<file path="src/rtl/uart_buffered_tx_pkg.sv">
// Shared definitions for the buffered UART transmitter: FSM state encodings
// and the baud divider calculation, also used by the receiver side.
package uart_buffered_tx_pkg;

  localparam logic [1:0] ST_IDLE  = 2'd0;
  localparam logic [1:0] ST_START = 2'd1;
  localparam logic [1:0] ST_DATA  = 2'd2;
  localparam logic [1:0] ST_STOP  = 2'd3;

  function automatic int clks_per_bit(input int clk_rate, input int baud_rate);
    return clk_rate / baud_rate;
  endfunction

endpackage

</file>
<file path="src/rtl/uart_sync_fifo.sv">
// Single-clock first-word-fall-through FIFO: dout always shows the head word.
// full/empty come from the occupancy count; pointers wrap modulo DEPTH.
module uart_sync_fifo #(
  parameter int WIDTH = 8,
  parameter int DEPTH = 16
) (
  input  logic                     clk,
  input  logic                     rst,
  input  logic                     wr_en,
  input  logic [WIDTH-1:0]         din,
  input  logic                     rd_en,
  output logic [WIDTH-1:0]         dout,
  output logic [$clog2(DEPTH):0]   count,
  output logic                     full,
  output logic                     empty
);

  localparam int ADDR_W = $clog2(DEPTH);
  localparam int CNT_W  = ADDR_W + 1;

  logic [WIDTH-1:0]  r_mem [DEPTH];
  logic [ADDR_W-1:0] r_wr_ptr;
  logic [ADDR_W-1:0] r_rd_ptr;
  logic [CNT_W-1:0]  r_count;
  logic              w_do_wr;
  logic              w_do_rd;

  assign full    = (r_count == CNT_W'(DEPTH));
  assign empty   = (r_count == '0);
  assign count   = r_count;
  assign dout    = r_mem[r_rd_ptr];
  assign w_do_wr = wr_en && !full;
  assign w_do_rd = rd_en && !empty;

  // Storage has no reset so it can map onto plain RAM; only pointers are cleared.
  always_ff @(posedge clk) begin
    if (w_do_wr) r_mem[r_wr_ptr] <= din;
  end

  always_ff @(posedge clk or posedge rst) begin
    if (rst) begin
      r_wr_ptr <= '0;
      r_rd_ptr <= '0;
      r_count  <= '0;
    end else begin
      if (w_do_wr) r_wr_ptr <= r_wr_ptr + ADDR_W'(1);
      if (w_do_rd) r_rd_ptr <= r_rd_ptr + ADDR_W'(1);
      case ({w_do_wr, w_do_rd})
        2'b10:   r_count <= r_count + CNT_W'(1);
        2'b01:   r_count <= r_count - CNT_W'(1);
        default: r_count <= r_count;
      endcase
    end
  end

endmodule

</file>
<file path="src/rtl/uart_buffered_tx.sv">
// Buffered 8N1 transmitter: bytes are queued in a FIFO and serialised LSB first
// on RsTx; back-to-back bytes produce contiguous frames with no idle gap.
module uart_buffered_tx
  import uart_buffered_tx_pkg::*;
#(
  parameter int CLK_RATE   = 9600000,
  parameter int BAUD_RATE  = 9600,
  parameter int FIFO_DEPTH = 16
) (
  input  logic                         clk,
  input  logic                         rst,
  input  logic [7:0]                   din,
  input  logic                         din_valid,
  output logic                         din_ready,
  output logic                         RsTx,
  output logic                         tx_busy,
  output logic [$clog2(FIFO_DEPTH):0]  fifo_count,
  output logic                         overflow
);

  localparam int CLKS_PER_BIT = clks_per_bit(CLK_RATE, BAUD_RATE);
  localparam int BAUD_W       = (CLKS_PER_BIT > 1) ? $clog2(CLKS_PER_BIT) : 1;
  localparam logic [BAUD_W-1:0] BAUD_LAST = BAUD_W'(CLKS_PER_BIT - 1);

  logic [1:0]        r_state;
  logic [BAUD_W-1:0] r_baud_cnt;
  logic [2:0]        r_bit_idx;
  logic [7:0]        r_shift;
  logic              r_tx;
  logic              r_overflow;

  logic [7:0]        w_fifo_dout;
  logic              w_fifo_full;
  logic              w_fifo_empty;
  logic              w_wr;
  logic              w_pop;
  logic              w_bit_end;

  uart_sync_fifo #(
    .WIDTH (8),
    .DEPTH (FIFO_DEPTH)
  ) u_fifo (
    .clk   (clk),
    .rst   (rst),
    .wr_en (w_wr),
    .din   (din),
    .rd_en (w_pop),
    .dout  (w_fifo_dout),
    .count (fifo_count),
    .full  (w_fifo_full),
    .empty (w_fifo_empty)
  );

  assign din_ready = !w_fifo_full;
  assign w_wr      = din_valid && din_ready;
  assign w_bit_end = (r_baud_cnt == BAUD_LAST);
  // Pop either from idle or on the final stop-bit cycle, so the next start bit follows directly.
  assign w_pop     = !w_fifo_empty &&
                     ((r_state == ST_IDLE) || ((r_state == ST_STOP) && w_bit_end));
  assign RsTx      = r_tx;
  assign tx_busy   = (r_state != ST_IDLE);
  assign overflow  = r_overflow;

  always_ff @(posedge clk or posedge rst) begin
    if (rst) begin
      r_state    <= ST_IDLE;
      r_baud_cnt <= '0;
      r_bit_idx  <= '0;
      r_shift    <= '0;
      r_tx       <= 1'b1;
      r_overflow <= 1'b0;
    end else begin
      if (din_valid && !din_ready) r_overflow <= 1'b1;

      if ((r_state == ST_IDLE) || w_bit_end) r_baud_cnt <= '0;
      else                                   r_baud_cnt <= r_baud_cnt + BAUD_W'(1);

      case (r_state)
        ST_IDLE: begin
          if (w_pop) begin
            r_shift <= w_fifo_dout;
            r_tx    <= 1'b0;
            r_state <= ST_START;
          end
        end
        ST_START: begin
          if (w_bit_end) begin
            r_tx      <= r_shift[0];
            r_shift   <= r_shift >> 1;
            r_bit_idx <= '0;
            r_state   <= ST_DATA;
          end
        end
        ST_DATA: begin
          if (w_bit_end) begin
            if (r_bit_idx == 3'd7) begin
              r_tx    <= 1'b1;
              r_state <= ST_STOP;
            end else begin
              r_tx      <= r_shift[0];
              r_shift   <= r_shift >> 1;
              r_bit_idx <= r_bit_idx + 3'd1;
            end
          end
        end
        ST_STOP: begin
          if (w_bit_end) begin
            if (w_pop) begin
              r_shift <= w_fifo_dout;
              r_tx    <= 1'b0;
              r_state <= ST_START;
            end else begin
              r_state <= ST_IDLE;
            end
          end
        end
        default: r_state <= ST_IDLE;
      endcase
    end
  end

endmodule
</file>
<file path="config.mk">
export PLATFORM = sky130hd
export DESIGN_NAME = uart_buffered_tx
export DESIGN_NICKNAME = d
export VERILOG_FILES = /design/src/rtl/uart_buffered_tx_pkg.sv /design/src/rtl/uart_sync_fifo.sv /design/src/rtl/uart_buffered_tx.sv
export SDC_FILE = /design/constraint.sdc
export NUM_CORES = 1
export LEC_CHECK = 0
export BUFFER_PORTS_ARGS = -buffer_cell sky130_fd_sc_hd__buf_2
export CAP_MARGIN = 20
export CELL_PAD_IN_SITES_DETAIL_PLACEMENT = 2
export CELL_PAD_IN_SITES_GLOBAL_PLACEMENT = 2
export CORE_MARGIN = 3
export CORE_UTILIZATION = 48
export CTS_BUF_LIST = sky130_fd_sc_hd__clkbuf_8
export DETAILED_ROUTE_END_ITERATION = 6
export PLACE_DENSITY = 0.85
export SKIP_LAST_GASP = 1
export SYNTH_ARGS = -nofsm -noshare
export SYNTH_HDL_FRONTEND = slang
export SYNTH_HIERARCHICAL = 1
export SYNTH_SLANG_ARGS = --single-unit
export TNS_END_PERCENT = 50
</file>
<file path="constraint.sdc">
create_clock -name clk -period 4.3 [get_ports clk]
set_input_delay 0 -clock clk [delete_from_list [all_inputs] [get_ports clk]]
set_output_delay 0 -clock clk [all_outputs]
set_load 0.05 [all_outputs]
</file>
* Word-level counts from Yosys, hierarchy flattened
Memory sizes are Yosys's and may differ from the RTL's. Index checks and enable logic that the tools add are counted.
Storage, ports and cells: memory bits (writable) 128, bits in registers 38, bits of input ports 11, memories 1
Memories:
- u_fifo.r_mem | depth 16, bits a word 8, read ports 1, clocked after Yosys merged registers in 0, write ports 1, line uart_sync_fifo.sv:21 | logic [WIDTH-1:0] r_mem [DEPTH];
Cells by class: add/sub/neg operators 6, reduce and logical (&&, ||, !) cells 19, eq/ne operators 14, mux-type cells 27
Operators by type and width (count):
- 8-bit two-way mux | 5
- 8-bit case mux with 4 select lines | 1
- 10-bit by 1-bit adder with 10-bit output (second input constant) | 1
- 10-bit equality test (second input constant) | 1
- 10-bit two-way mux | 1
- 2-bit two-way mux | 5
- 2-bit != test (second input constant) | 5
- 5-bit case mux with 2 select lines | 1
- 3-bit two-way mux | 3
- 4-bit by 1-bit adder with 4-bit output (second input constant) | 2
- 1-bit two-way mux | 8
- 2-bit case mux with 4 select lines | 1
- 4-bit AND reduction | 2
- 2-bit equality test (second input constant) | 3
- 1-bit logical AND | 6
- 3-bit case mux with 2 select lines | 1
- 2-bit nonzero test | 3
- 5-bit by 1-bit adder with 5-bit output (second input constant) | 1
- 5-bit equality test (second input constant) | 1
- 5-bit logical NOT | 1
- 5-bit AND reduction | 1
- 5-bit by 1-bit subtractor with 5-bit output (second input constant) | 1
- 2-bit by 1-bit equality test with 1-bit output (second input constant) | 2
- 1-bit case mux with 4 select lines | 1
- other kinds (7) | 9

* Longest topological paths before layout
Gate-level depths: netlist (run 1).
depth in word-level cells 7, gate-level depth with buffers 15, gate-level depth less buffers 14

* Modules after synthesis
The synthesis (run 1) kept the hierarchy.
By module, submodules not included:
- uart_sync_fifo | cells an instance 333, instances 1, area each 5836.8 um^2
- uart_buffered_tx | cells an instance 153, instances 1, area each 1549.0 um^2

* Worst setup path after synthesis (run 1)
OpenSTA, ideal clock, no wires.
path type register to register, from reg u_fifo.r_count[0], in the netlist u_fifo/count[0], to reg u_fifo.r_count[4], in the netlist u_fifo/count[4], required time 4.158 ns, setup slack 0.773 ns, setup time 0.142 ns, stages on the path, launching flop included 15, data arrival time 3.385 ns, path buffers 1, cells stage by stage dfrtp_1 -> nor4_2 -> and2b_1 -> nor2b_1 -> a41oi_2 -> inv_2 -> nor2b_1 -> buf_6 -> ha_1 -> ha_1 -> nor2b_1 -> o21ai_0 -> a21oi_1 -> or3b_1 -> xnor2_1
Between the ends: word-level cells in the longest chain between the ends 6, elaborated cells on any way between the ends 14, those cells by class add/sub: 2; eq/ne: 3; mux: 1; reduce/logical: 8
RTL lines:
- from (decl) | line uart_sync_fifo.sv:24 | logic [CNT_W-1:0] r_count;
- from (signal assigned) | line uart_sync_fifo.sv:49 | 2'b10: r_count <= r_count + CNT_W'(1);
- from (signal assigned) | line uart_sync_fifo.sv:50 | 2'b01: r_count <= r_count - CNT_W'(1);
- from (signal assigned) | line uart_sync_fifo.sv:51 | default: r_count <= r_count;
- 5-bit logical NOT * | line uart_sync_fifo.sv:29 | assign empty = (r_count == '0);
- via w_fifo_empty | line uart_buffered_tx.sv:34 | logic w_fifo_empty;
- 1-bit logical NOT * | line uart_buffered_tx.sv:58 | assign w_pop = !w_fifo_empty &&
- 1-bit logical AND * | line uart_buffered_tx.sv:58
- via w_pop | line uart_buffered_tx.sv:36 | logic w_pop;
- 1-bit logical AND * | line uart_sync_fifo.sv:33 | assign w_do_rd = rd_en && !empty;
- via u_fifo.w_do_rd | line uart_sync_fifo.sv:26 | logic w_do_rd;
- 2-bit by 1-bit equality test with 1-bit output / 2-bit equality test (equally long branches) | line uart_sync_fifo.sv:48 | case ({w_do_wr, w_do_rd})
- 5-bit case mux with 2 select lines / 2-bit nonzero test (equally long branches)
Mark *: on every way through the listed nets, which the timed path passes. The rest lies on a longest branch. A chain may end at the register's enable or synchronous reset.

* Final worst setup path (run 1)
from reg u_fifo.r_count[0], in the netlist u_fifo/count[0], to reg u_fifo.r_count[4], in the netlist u_fifo/count[4]
Between the ends: word-level cells in the longest chain between the ends 6, elaborated cells on any way between the ends 14, those cells by class add/sub: 2; eq/ne: 3; mux: 1; reduce/logical: 8
RTL lines (line):
- 5-bit logical NOT * | uart_sync_fifo.sv:29
- via w_fifo_empty | uart_buffered_tx.sv:34
- 1-bit logical NOT * | uart_buffered_tx.sv:58
- 1-bit logical AND * | uart_buffered_tx.sv:58
- via w_pop | uart_buffered_tx.sv:36
- 1-bit logical AND * | uart_sync_fifo.sv:33
- 2-bit by 1-bit equality test with 1-bit output / 2-bit equality test (equally long branches) | uart_sync_fifo.sv:48
- 5-bit case mux with 2 select lines / 2-bit nonzero test (equally long branches)
Marks and branches as above.

==> impl_metrics.csv, run 1 <==
group,metric,value,unit
cts,cts.sinks,166,
global_routing,grt.total_usage,26.5,%
timing,drv_slew,0,
setup_path,critPathLaunch,"u_fifo/count[0]$_DFFE_PP0P_",
place,place.gp.congestion,0.866,
floorplan,core,14800,um^2
layout,final_cell_count_no_fill,717,
power,combPwrFrac,15.5,%
power,p_clk_share,31.4,%
setup_path,cp.arrival,4.37,ns
floorplan,die_h,130,um
detailed_routing,wl,21300,um
setup_path,slowest_stage,"dfrtp_1",
timing,timing.final.ws_setup,0.289,ns
layout,drive_gt1_share,18.2,%
place,hpwl,13100,um
place,dpl-instance-area,7610,um^2
power,p_seq_share,53.0,%
global_routing,grt_pass1_vias,4967,
global_routing,grt_first_pass_wirelength,32000,um
cts,htree_levels,4,
setup_path,critical_path.max_fanout,10,
setup_path,cp.depth,14,
run,drv_cap,0,
synth,ys_seq_area_share,64.9,%
timing,fin_setup_tns,0,ns
timing,hold_ws,0.0592,ns
detailed_routing,vias,4565,
detailed_routing,wl_per_cell,29.6,um
place,dp.cells,673,
synth,async_flop_share,22.9,%
power,power.switching,1.24,mW
layout,num_antenna_cells,0,
power,swShare,32.6,%
setup_path,setup.worst_path.start_class,"flop",
setup_path,crit_top_cell,"nor2b_1",
synth,synth_edf_count,128,
setup_path,r2r_end,"u_fifo/count[4]$_DFFE_PP0P_",
layout,fin_area,8170,um^2
global_routing,grt_max_degree,29,
detailed_routing,drc,0,
timing,max_freq,249,MHz
place,portBuffers,19,
setup_path,path_delay_family,"simple AND/OR/NAND/NOR gates",
floorplan,dieArea,16900,um^2
setup_path,crit_path_end_kind,"flop",
floorplan,start_util,49.9,%
detailed_routing,drtAntennaViolNets,0,
synth,yosysUniqueCellTypes,56,
floorplan,die_x,130,um
setup_path,r2r_slack,0.29,ns
floorplan,rows,44,
synth,syn_inst,486,
run_status,status,"completed",
setup_path,reg2reg_depth,14,
synth,avgSynthCellArea,15.2,um^2
synth,synth_warnings,6,
cts,max-clock-path-buffers,2,
timing,rsz0062_at_grt,"no",
setup_path,worstReg2RegStart,"u_fifo/count[0]$_DFFE_PP0P_",
power,power_density,465,nW/um^2
floorplan,ioPinCount,20,
power,power,3.80,mW
global_routing,overflow,0,
synth,syn-num-nets,515,
cts,cts_tree,"built",
cts,post_cts_buffers,0,
timing,relSlewSlack,26.9,%
setup_path,worst-path-buf-inv,2,
detailed_routing,via_per_inst,6.37,
setup_path,max_stage_delay,0.48,ns
timing,period_needed,4.01,ns
power,leakagePower,3.07,nW
setup_path,crit_path_cell_trace,"nor4_2, and2b_1, nor2b_1, a41oi_4, inv_2, nor2b_1, ha_1, inv_1, fa_1, nor2b_1, o21ai_0, nand3_1, or3b_1, xnor2_1",
synth,synth_seq_cells,166,
synth,synth_area,7390,um^2
detailed_routing,drt_first_pass_iters,5,
cts,clock_latency,0.48,ns
setup_path,cp.required,4.66,ns
power,p_int,2.56,mW
layout,fin_util,55.2,%
power,ir_drop,0.000308,V
place,dpl_worst_slack,0.351,ns
synth,ys.flop_type,"edfxtp_1",
worst_hold_path,hold_path_class,"in2async",
timing,period_share,93.3,%
setup_path,critPathKind,"reg2reg",
cts,root_buffer,"clkbuf_8",
cts,clk_pin_slew_worst_paths,0.11,ns
layout,nets,549,
layout,fill_cells,1283,
layout,area_growth,10.7,%
timing,finalSetupViolCount,0,
global_routing,antenna_found_initial,1,
cts,cts_buffers,17,
detailed_routing,drt_iter0_markers,280,
timing,hold_viol_final,0,
timing,skew,0.0244,ns
timing,worstMarginPinSlew,1.10,ns
[state kept, by name, summed over array words and instances, names as in the netlist]
register	cells
u_fifo/r_mem	128
r_baud_cnt	10
r_bit_idx	3
r_shift	8
u_fifo/r_rd_ptr	4
overflow	1
RsTx	1
r_state	2
u_fifo/r_wr_ptr	4
u_fifo/count	5
[placed cells by master (no fill, tap or decap), drive strengths merged, types with 10 or more instances in the layout]
master       count
mux2            10
nor2b           14
mux4            16
nand2           25
dfrtp           37
a21oi           13
clkbuf          17
nand3           17
edfxtp         128
dlygate4sd3     10
buf             27
ha              17
o21ai           22
nor2            24
inv             23
mux2i           26
xor2            10
[layer usage]
metal  vias to the layer above  global-route usage [%]  routed length [um]
li1                       1953                       -                   -
met1                      2433                    32.5                8240
met2                       130                    45.8               11400
met3                        47                    6.10                1050
met4                         2                    10.0                 559
met5                         -                       0                  12
[how the worst max path moves through the flow]
stage | slack (ns) | endpoint
after floorplan | 0.77 | u_fifo/count[4]$_DFFE_PP0P_
after global placement | 0.63 | u_fifo/count[4]$_DFFE_PP0P_
after detailed placement | 0.35 | u_fifo/count[4]$_DFFE_PP0P_
after CTS | 0.26 | u_fifo/count[4]$_DFFE_PP0P_
after global routing | 0.12 | u_fifo/count[4]$_DFFE_PP0P_
final | 0.29 | u_fifo/count[4]$_DFFE_PP0P_
[layout make-up]
cell class | count | area, um^2 | share of cell area, %
inverter | 16 | 60.1 | 0.735
multi-input combinational | 282 | 2380 | 29.2
tap | 184 | 230 | 2.82
timing repair buffer | 37 | 288 | 3.52
clock inverter | 15 | 180 | 2.20
sequential | 166 | 4800 | 58.7
clock buffer | 17 | 234 | 2.86
[power by group through the flow]
stage          combinational (mW)  sequential [mW]  clock, mW
5_1_grt                     0.630             2.03       1.27
4_1_cts                     0.573             2.00       1.19
3_3_place_gp                0.510             2.01          0
2_1_floorplan               0.284             2.08          0
6_report                    0.589             2.01       1.19
3_5_place_dp                0.556             2.04          0
[cells in the mapped netlist (7+ instances only)]
cell | instances | area [um^2]
edfxtp_1 | 128 | 3840
dfrtp_1 | 37 | 926
mux2i_1 | 26 | 260
nand2_1 | 24 | 90.1
nor2_1 | 24 | 90.1
o21ai_0 | 20 | 100
ha_1 | 17 | 213
mux4_2 | 16 | 360
nand3_1 | 16 | 80.1
inv_1 | 14 | 52.6
nor2b_1 | 14 | 87.6
a21oi_1 | 13 | 65.1
buf_2 | 10 | 50.1
xor2_1 | 10 | 87.6
a221oi_2 | 8 | 120
a22oi_1 | 8 | 60.1
a32oi_1 | 8 | 70.1
o2111ai_1 | 8 | 70.1
xnor2_1 | 8 | 70.1
buf_6 | 7 | 78.8
mux2_1 | 7 | 78.8
o211ai_1 | 7 | 52.6
[what timing repair did]
action	in CTS	in global routing
gates resized for setup	0	1
endpoints found under the hold margin	166	0
hold buffers	10	0
endpoints found under the setup margin	0	1
[cells by family after synthesis]
family	share of synthesized area [%]
xor gates and xnor gates	2.13
muxes	9.98
adders and majority gates	3.15
AOI/OAI and AO/OA	8.91
buffers and inverters	2.96
and+or+nand+nor	7.93
DFF	64.9
[worst reg2reg max path, stage by stage, from the launching register on]
cell,delay (ns)
dfrtp_1,0.48
nor4_2,0.10
and2b_1,0.24
nor2b_1,0.26
a41oi_4,0.25
inv_2,0.23
nor2b_1,0.47
ha_1,0.38
inv_1,0.13
fa_1,0.44
nor2b_1,0.15
o21ai_0,0.13
nand3_1,0.12
or3b_1,0.38
xnor2_1,0.14
No activity file was read; power rests on OpenSTA's default activity.
==> inputs of run 2 (changes only) <==
--- a/config.mk
+++ b/config.mk
@@ -14,6 +14,7 @@
 export CTS_BUF_LIST = sky130_fd_sc_hd__clkbuf_8
 export DETAILED_ROUTE_END_ITERATION = 6
 export PLACE_DENSITY = 0.85
+export RECOVER_POWER = 25
 export SKIP_LAST_GASP = 1
 export SYNTH_ARGS = -nofsm -noshare
 export SYNTH_HDL_FRONTEND = slang
==> impl_metrics.csv, run 2 (synthesized netlist as in run 1, its figures left out) <==
group,metric,value,unit
floorplan,core,14800,um^2
layout,largest_register,"u_fifo/r_mem",
setup_path,critical_path.max_fanout,10,
global_routing,grt_first_pass_wirelength,32000,um
power,p_int,2.56,mW
setup_path,crit_path_end_kind,"flop",
power,ir_drop,0.000307,V
timing,relSlewSlack,17.8,%
worst_hold_path,hold_path_class,"in2async",
layout,layout_commonest_cell,"edfxtp_1",
power,leakagePower,3.04,nW
layout,final_cell_count_no_fill,717,
global_routing,grt_max_degree,29,
setup_path,cp.required,4.66,ns
layout,largestRegisters,"u_fifo/r_mem x128, r_baud_cnt x10, r_shift x8",
global_routing,grt.total_usage,26.5,%
setup_path,reg2reg_depth,14,
floorplan,die_x,130,um
layout,fill_cells,1291,
layout,num_antenna_cells,0,
power,combPwrFrac,15.5,%
cts,htree_levels,4,
detailed_routing,drt_iter0_markers,341,
floorplan,die_h,130,um
floorplan,ioPinCount,20,
power,swShare,32.5,%
detailed_routing,wl_per_cell,29.8,um
cts,cts.sinks,166,
detailed_routing,vias,4594,
timing,timing.final.ws_setup,0.283,ns
run,drv_cap,0,
setup_path,setup.worst_path.start_class,"flop",
cts,max-clock-path-buffers,2,
cts,cts_tree,"built",
run_status,status,"completed",
layout,area_growth,10.2,%
global_routing,grt_pass1_vias,4967,
power,power_density,466,nW/um^2
layout,drive_gt1_share,16.7,%
power,p_clk_share,31.4,%
timing,period_needed,4.02,ns
layout,fin_util,55.0,%
timing,skew,0.0252,ns
setup_path,r2r_slack,0.28,ns
detailed_routing,via_per_inst,6.41,
setup_path,cp.arrival,4.37,ns
floorplan,start_util,49.9,%
timing,rsz0062_at_grt,"no",
place,hpwl,13100,um
timing,drv_slew,0,
layout,fin_area,8140,um^2
place,portBuffers,19,
layout,largest_reg_flops,128,
timing,worstMarginPinSlew,1.23,ns
power,power,3.79,mW
detailed_routing,drtAntennaViolNets,0,
timing,hold_viol_final,0,
place,place.gp.congestion,0.866,
layout,nets,549,
cts,cts_buffers,17,
cts,clock_latency,0.48,ns
timing,fin_setup_tns,0,ns
setup_path,critPathLaunch,"u_fifo/count[0]$_DFFE_PP0P_",
timing,finalSetupViolCount,0,
place,dpl_worst_slack,0.351,ns
power,power.switching,1.23,mW
timing,max_freq,249,MHz
setup_path,critPathKind,"reg2reg",
layout,final_cell_mix,"edfxtp_1, dfrtp_1, mux2i_1",
setup_path,worstReg2RegStart,"u_fifo/count[0]$_DFFE_PP0P_",
detailed_routing,wl,21300,um
floorplan,dieArea,16900,um^2
floorplan,rows,44,
setup_path,crit_top_cell,"nor2b_1",
timing,period_share,93.4,%
cts,clk_pin_slew_worst_paths,0.11,ns
global_routing,antenna_found_initial,1,
place,dpl-instance-area,7610,um^2
detailed_routing,drc,0,
setup_path,crit_path_cell_trace,"nor4_2, and2b_1, nor2b_1, a41oi_4, inv_2, nor2b_1, ha_1, inv_1, fa_1, nor2b_1, o21ai_0, nand3_1, or3b_1, xnor2_1",
timing,hold_ws,0.00781,ns
setup_path,slowest_stage,"dfrtp_1",
global_routing,overflow,0,
place,dp.cells,673,
power,p_seq_share,53.1,%
detailed_routing,drt_first_pass_iters,5,
cts,root_buffer,"clkbuf_8",
setup_path,r2r_end,"u_fifo/count[4]$_DFFE_PP0P_",
setup_path,max_stage_delay,0.48,ns
==> run 2: cell types whose count changed in the layout (fill, tap and decap cells not counted) <==
cell	delta
buf_16	-1
clkbuf_1	+8
buf_2	-7
==> run 2: cell type report <==
class,instances,area (um^2),area share [%]
flip-flops and latches,166,4800,58.9
multi-input cells,282,2380,29.3
repair buffers,37,255,3.14
clock buffers,17,234,2.87
well taps,184,230,2.83
clock inverters,15,180,2.21
inverters,16,60.1,0.738
==> run 2: worst max-delay path by stage <==
stage                             endpoint  slack (ns)
2_1_floorplan  u_fifo/count[4]$_DFFE_PP0P_        0.77
3_3_place_gp   u_fifo/count[4]$_DFFE_PP0P_        0.63
3_5_place_dp   u_fifo/count[4]$_DFFE_PP0P_        0.35
4_1_cts        u_fifo/count[4]$_DFFE_PP0P_        0.26
5_1_grt        u_fifo/count[4]$_DFFE_PP0P_        0.12
6_report       u_fifo/count[4]$_DFFE_PP0P_        0.28
==> run 2: critical path, delay by kind of cell (launching register included) <==
kind            cells  cell delay, ns
simple gates        7            1.72
flops               1            0.48
buf+inv             2            0.36
xor+xnor            1            0.14
fa+ha+maj           2            0.82
compound gates      2            0.38
==> run 2: layer usage <==
metal  vias to the layer above  routed length (um)  track usage [%]
met5                         -                  12                0
met4                         2                 552             10.0
met3                        51                1020             6.10
met2                       144               11500             45.8
met1                      2447                8290             32.5
li1                       1950                   -                -
==> run 2: power by group through the flow <==
stage                     combinational (mW)  sequential [mW]  clock, mW
after global routing                   0.627             2.03       1.27
after global placement                 0.510             2.01          0
after floorplan                        0.284             2.08          0
after CTS                              0.573             2.00       1.19
after detailed placement               0.556             2.04          0
final                                  0.586             2.01       1.19
==> run 2: timing repair <==
item / CTS / global route
hold endpoints to repair: 166 / 0
resized for setup: 0 / 1
setup endpoints to repair: 0 / 1
setup buffers: 0 / 0
hold buffers: 10 / 0
